<file path="src/rtl/taylor_pkg.sv">
// Shared types for the Taylor-series angle sweep: data width, fixed-point one,
// controller states and the (angle, cos) result record.
package taylor_pkg;

  localparam int W = 24;
  localparam logic [W-1:0] FXP_ONE = 24'd8388608;

  typedef enum logic [2:0] {
    S_IDLE,
    S_ISSUE,
    S_WAIT,
    S_STORE,
    S_NEXT,
    S_DONE
  } state_e;

  typedef struct packed {
    logic [W-1:0] angle;
    logic [W-1:0] cos;
  } taylor_result_t;

endpackage

</file>
<file path="src/rtl/sweep_result_fifo.sv">
// First-word-fall-through result FIFO; a push is visible one cycle later.
// A push while full succeeds only when a pop happens in the same cycle.
module sweep_result_fifo
  import taylor_pkg::*;
#(
  parameter int  DEPTH = 16,
  localparam int AW    = $clog2(DEPTH),
  localparam int CW    = AW + 1
) (
  input  logic           clock_i,
  input  logic           reset_i,
  input  logic           push_i,
  input  taylor_result_t push_dat_i,
  input  logic           pop_i,
  output taylor_result_t head_o,
  output logic           valid_o,
  output logic           full_o,
  output logic [CW-1:0]  count_o
);

  taylor_result_t mem_q [DEPTH];
  logic [AW-1:0]  wr_ptr_q;
  logic [AW-1:0]  rd_ptr_q;
  logic [CW-1:0]  count_q;
  logic           push_ok;
  logic           pop_ok;

  assign valid_o = (count_q != '0);
  assign full_o  = (count_q == CW'(DEPTH));
  assign pop_ok  = pop_i & valid_o;
  assign push_ok = push_i & (~full_o | pop_ok);
  assign head_o  = mem_q[rd_ptr_q];
  assign count_o = count_q;

  always_ff @(posedge clock_i) begin
    if (reset_i) begin
      wr_ptr_q <= '0;
      rd_ptr_q <= '0;
      count_q  <= '0;
    end else begin
      if (push_ok) wr_ptr_q <= wr_ptr_q + 1'b1;
      if (pop_ok)  rd_ptr_q <= rd_ptr_q + 1'b1;
      case ({push_ok, pop_ok})
        2'b10:   count_q <= count_q + 1'b1;
        2'b01:   count_q <= count_q - 1'b1;
        default: count_q <= count_q;
      endcase
    end
  end

  // Storage needs no reset: occupancy alone decides what is readable.
  always_ff @(posedge clock_i) begin
    if (push_ok) mem_q[wr_ptr_q] <= push_dat_i;
  end

endmodule

</file>
<file path="src/rtl/taylor_sweep_ctrl.sv">
// Sweeps angles through one TaylorSeries core (start/ready) and queues each (angle, cos).
// Stalls in STORE while the FIFO is full; TAYLOR_SWEEP_TIMEOUT_EN adds a per-request watchdog.
module taylor_sweep_ctrl
  import taylor_pkg::*;
#(
  parameter int           DEPTH       = 16,
  parameter logic [W-1:0] ANGLE_START = 24'd4194304,
  parameter logic [W-1:0] ANGLE_STOP  = 24'd12582912,
  parameter logic [W-1:0] ANGLE_STEP  = 24'd838861,
`ifdef TAYLOR_SWEEP_TIMEOUT_EN
  parameter int           TIMEOUT_CYC = 256,
`endif
  localparam int          CW          = $clog2(DEPTH) + 1
) (
  input  logic          clock,
  input  logic          reset,
  input  logic          run_in,
  output logic          busy_out,
  output logic          done_out,
  output logic          core_start_out,
  output logic [W-1:0]  core_angle_out,
  input  logic          core_ready_in,
  input  logic [W-1:0]  core_cos_in,
  input  logic          rd_en_in,
  output logic          rd_valid_out,
  output logic [W-1:0]  rd_angle_out,
  output logic [W-1:0]  rd_cos_out,
  output logic [CW-1:0] count_out,
  output logic          err_out
);

  state_e         state_q, state_d;
  logic [W-1:0]   angle_q, angle_d;
  logic [W-1:0]   cos_q, cos_d;
  logic           err_q, err_d;
  logic           rdy_prev_q;
  logic [W:0]     sum;
  logic           rise;
  logic           timeout;
  logic           push;
  logic           fifo_full;
  taylor_result_t wr_dat;
  taylor_result_t head;

  // Extra carry bit so a step past 2^W is seen as the end of the sweep.
  assign sum    = {1'b0, angle_q} + {1'b0, ANGLE_STEP};
  assign rise   = core_ready_in & ~rdy_prev_q;
  assign wr_dat = '{angle: angle_q, cos: cos_q};

`ifdef TAYLOR_SWEEP_TIMEOUT_EN
  localparam int TW = $clog2(TIMEOUT_CYC + 1);
  logic [TW-1:0] wd_q;

  always_ff @(posedge clock) begin
    if (reset) begin
      wd_q <= '0;
    end else if (state_q == S_ISSUE) begin
      wd_q <= '0;
    end else if (state_q == S_WAIT) begin
      wd_q <= wd_q + 1'b1;
    end
  end

  assign timeout = (wd_q == TW'(TIMEOUT_CYC - 1));
`else
  assign timeout = 1'b0;
`endif

  always_ff @(posedge clock) begin
    if (reset) begin
      state_q    <= S_IDLE;
      angle_q    <= ANGLE_START;
      cos_q      <= '0;
      err_q      <= 1'b0;
      rdy_prev_q <= 1'b0;
    end else begin
      state_q    <= state_d;
      angle_q    <= angle_d;
      cos_q      <= cos_d;
      err_q      <= err_d;
      rdy_prev_q <= core_ready_in;
    end
  end

  always_comb begin
    state_d        = state_q;
    angle_d        = angle_q;
    cos_d          = cos_q;
    err_d          = err_q;
    push           = 1'b0;
    busy_out       = 1'b0;
    done_out       = 1'b0;
    core_start_out = 1'b0;
    core_angle_out = '0;
    case (state_q)
      S_IDLE, S_DONE: begin
        done_out = (state_q == S_DONE);
        if (run_in) begin
          state_d = S_ISSUE;
          angle_d = ANGLE_START;
          err_d   = 1'b0;
        end
      end
      S_ISSUE: begin
        busy_out       = 1'b1;
        core_start_out = 1'b1;
        core_angle_out = angle_q;
        state_d        = S_WAIT;
      end
      S_WAIT: begin
        busy_out       = 1'b1;
        core_angle_out = angle_q;
        if (rise) begin
          cos_d   = core_cos_in;
          state_d = S_STORE;
        end else if (timeout) begin
          err_d   = 1'b1;
          state_d = S_DONE;
        end
      end
      S_STORE: begin
        busy_out       = 1'b1;
        core_angle_out = angle_q;
        if (!fifo_full || rd_en_in) begin
          push    = 1'b1;
          state_d = S_NEXT;
        end
      end
      S_NEXT: begin
        busy_out = 1'b1;
        if (sum[W] || (sum[W-1:0] > ANGLE_STOP)) begin
          state_d = S_DONE;
        end else begin
          angle_d = sum[W-1:0];
          state_d = S_ISSUE;
        end
      end
      default: state_d = S_IDLE;
    endcase
  end

  sweep_result_fifo #(
    .DEPTH (DEPTH)
  ) u_fifo (
    .clock_i    (clock),
    .reset_i    (reset),
    .push_i     (push),
    .push_dat_i (wr_dat),
    .pop_i      (rd_en_in),
    .head_o     (head),
    .valid_o    (rd_valid_out),
    .full_o     (fifo_full),
    .count_o    (count_out)
  );

  assign rd_angle_out = head.angle;
  assign rd_cos_out   = head.cos;
  assign err_out      = err_q;

endmodule

</file>
<file path="config.mk">
export PLATFORM = sky130hd
export DESIGN_NAME = taylor_sweep_ctrl
export DESIGN_NICKNAME = d
export VERILOG_FILES = /design/src/rtl/taylor_pkg.sv /design/src/rtl/sweep_result_fifo.sv /design/src/rtl/taylor_sweep_ctrl.sv
export SDC_FILE = /design/constraint.sdc
export NUM_CORES = 1
export LEC_CHECK = 0
export ABC_AREA = 1
export CORE_UTILIZATION = 50
export DETAILED_ROUTE_END_ITERATION = 8
export HOLD_SLACK_MARGIN = 0.08
export PLACE_DENSITY = 0.73
export SETUP_SLACK_MARGIN = 0.4
export SYNTH_ARGS = -nofsm -noshare
export SYNTH_HDL_FRONTEND = slang
export SYNTH_SLANG_ARGS = --single-unit
</file>
<file path="constraint.sdc">
create_clock -name clock -period 4.8 [get_ports clock]
set_input_delay 0.72 -clock clock [delete_from_list [all_inputs] [get_ports clock]]
set_output_delay 0.72 -clock clock [all_outputs]
set_load 0.05 [all_outputs]
</file>
==> results.md <==
- Critical-path cell with the highest stage delay: clkdlybuf4s50_1
- Die ar.: 69700 sq um
- Yosys reg bits: 837
- Crit path DAT: 3.52 ns
- N_diodes: 0
- Avg Cell Area, Syn: 12.8 sq um
- I/O pin count: 111
- Initial antenna violation count: 0
- Clock skew: 0.0277 ns
- Worst path cell trace: buf_12 > mux2i_1 > o211ai_1 > nand3_1 > nand2_1 > clkdlybuf4s50_1
- DIE WIDTH: 264 microns
- # fillers: 5161
- Reg area: 24500 sq um
- Cell variety after synth: 31
- Post-CTS setup buffers: 0
- Pre-antenna DRT Iters: 6
- Worst slack at placement: 1.26 ns
- Ratio of cells with drive above 1 in the final layout: 0.0717
- Post-DP Area: 36600 sq um
- Largest net degree at the start of global routing: 134
- Crit end category: output port
- PwrDens: 529 nW/um^2
- Post-synth top area share: 0.672
- Core area: 67500 sq um
- Fin Setup TNS: 0 ns
- # DRC: 0
- Synth async-reset ratio: 0
- Slew headroom: 0.316
- Post-synth EDFFs: 768
- Critical path class: reg -> out
- Final Hold Violating Endpoints: 0
- WL per Instance: 21.9 microns
- Htree depth: 3
- Post-Layout Cell Count: 3705
- Tmin final: 4.24 ns
- Max Fclk: 0.236 GHz
- Status: complete, no violations
- Nets@finish: 2806
- First-pass GRT wire length: 123000 microns
- Final Cycle Share: 0.884
- Max cap viols: 0
- Row count: 95
- CP max FO: 133
- Worst skew pair latency: 0.64 ns
- Setup WS post-layout: 0.559 ns
- GRT overflow: 0
- Hpwl dp: 41300 microns
- Area of the multi-input gates: 8370 sq um
- Total CTS buffers: 84
- Worst path bufs/invs: 2
- Peak VDD IR: 446 uV
- Worst Hold Class: reg -> reg
- Synth Flop Type: edfxtp_1
- CP max stage delay: 0.83 ns
- Delay-heaviest family, CP: buffers and inverters
- DR vias: 21700
- Max clock buf depth: 3
- Final instance area: 39200 sq um
- Setup violators final: 0
- # hold bufs at CTS: 0
- Clk sink count: 837
- Clock transition at the registers of the reported paths: 0.06 ns
- Chip height: 264 microns
- Area leader, netlist: edfxtp_1
- Post-DRT Antenna Nets: 0
- Slew Viols, Final: 0
- Initial Util: 0.509
- Final WL: 81200 microns
- Mapped Cells: 2690
- GRT Total Usage: 0.232
- WP data required: 4.08 ns
- Yosys warnings: 0
- Placed Cells: 3553
- Sequential element share of the synthesized area: 0.712
- Power consumption: 20700 uW
- Type of origin of the critical path: flip-flop
- I/O Buffers: 109
- Post-CTS Resized: 0
- Layout area overhead: 14.2%
- Vias per inst: 5.86
- RSZ-0062 raised after global routing: false
- Vias in the first global route: 21000
- Worst Max-Slew Pin Slew: 1.03 ns
- Drt initial violations: 2226
- Final GP Congestion: 0.840
- CTS Root Cell: clkbuf_16
- CTS tree: yes
- Post-Syn Area: 34300 sq um
- Synthesized Nets: 2730
- Top cells by area, synth: edfxtp_1, mux2i_1, o211ai_1, o21ai_0, dfxtp_1
- LEAKAGE: 0.0135 uW
registers in the layout, indices dropped and copies added (netlist names), named ones only:
signal,flops
u_fifo.rd_ptr_q,4
state_q,3
u_fifo.wr_ptr_q,4
angle_q,24
u_fifo.count_o,5
rdy_prev_q,1
u_fifo.mem_q,768
cos_q,24
cells in the mapped netlist (all sizes together), types with 2 or more instances:
library cell and count:
ha 10, nor2 170, edfxtp 768, clkbuf 117
nand3 115, xor2 2, inv 263, a21oi 230
mux2i 192, nand2 214, nor3 4, o211ai 193
nor4 2, xnor2 2, o21ai 284, buf 48
dfxtp 69
metal layers:
metal / part of all wire / vias up / routed length [microns] / global-route usage
met5: 0 / - / 0 / 0
met4: 0.019 / 0 / 1520 / 0.0696
met3: 0.077 / 103 / 6270 / 0.0330
met2: 0.48 / 932 / 39100 / 0.379
met1: 0.42 / 10700 / 34300 / 0.324
li1: - / 9929 / - / -
power by group:
part           switching, uW  total [uW]  leakage, uW  internal (uW)
logic                   3780        5720      0.00453           1940
clock network           2670        6280      0.00129           3610
registers                444        8740      0.00764           8300
tightest hold or removal path, stage by stage (launching register included):
cell and delay [ns]:
dfxtp_1 0.30, inv_1 0.06, a21oi_1 0.07
cell usage in the layout (no fill, tap or decap), types with 20 or more instances in the layout:
cell type / netlist / layout
nand3_1: 114 / 114
dfxtp_1: 69 / 65
clkbuf_1: 117 / 20
o21ai_0: 283 / 283
mux2i_1: 192 / 192
clkbuf_16: 0 / 85
o211ai_1: 193 / 193
inv_1: 260 / 256
a21oi_1: 230 / 230
nor2_1: 170 / 154
nand2_1: 209 / 209
clkdlybuf4s50_1: 0 / 107
buf_4: 2 / 29
edfxtp_1: 768 / 768
stage by stage:
step | utilization | hold WS (ns)
after floorplan | - | 0.436
after global placement | 0.542 | 0.449
after detailed placement | 0.542 | 0.457
after CTS | 0.581 | 0.469
after global routing | 0.581 | 0.496
final | 0.581 | 0.463
layout make-up:
class / instances / share of cell area
repair buffers: 155 / 0.0426
clock inverters: 39 / 0.00836
inverters: 263 / 0.0253
well taps: 873 / 0.0279
flip-flops and latches: 837 / 0.624
multi-input cells: 1425 / 0.213
clock buffers: 113 / 0.0590
kinds of logic after synthesis:
family / after synthesis / synth area share
flops: 837 / 0.712
compound gates: 712 / 0.118
simple gates: 505 / 0.0602
buf+inv: 428 / 0.0482
mux: 192 / 0.0560
fa+ha+maj: 11 / 0.00423
xor+xnor: 4 / 0.00102
other cells: 1 / 0.000109
final timing paths:
check	cells after the start	start	end	slack, ns
setup / recovery	6	flip-flop	rd_cos_out[15]	0.56
hold / removal	2	u_fifo.rd_ptr_q[3]	flip-flop	0.46
setup reg to reg	18	angle_q[0]	angle_q[3]	1.43
hold reg to reg	2	u_fifo.rd_ptr_q[3]	flip-flop	0.46
No activity file was read; power rests on OpenSTA's default activity.
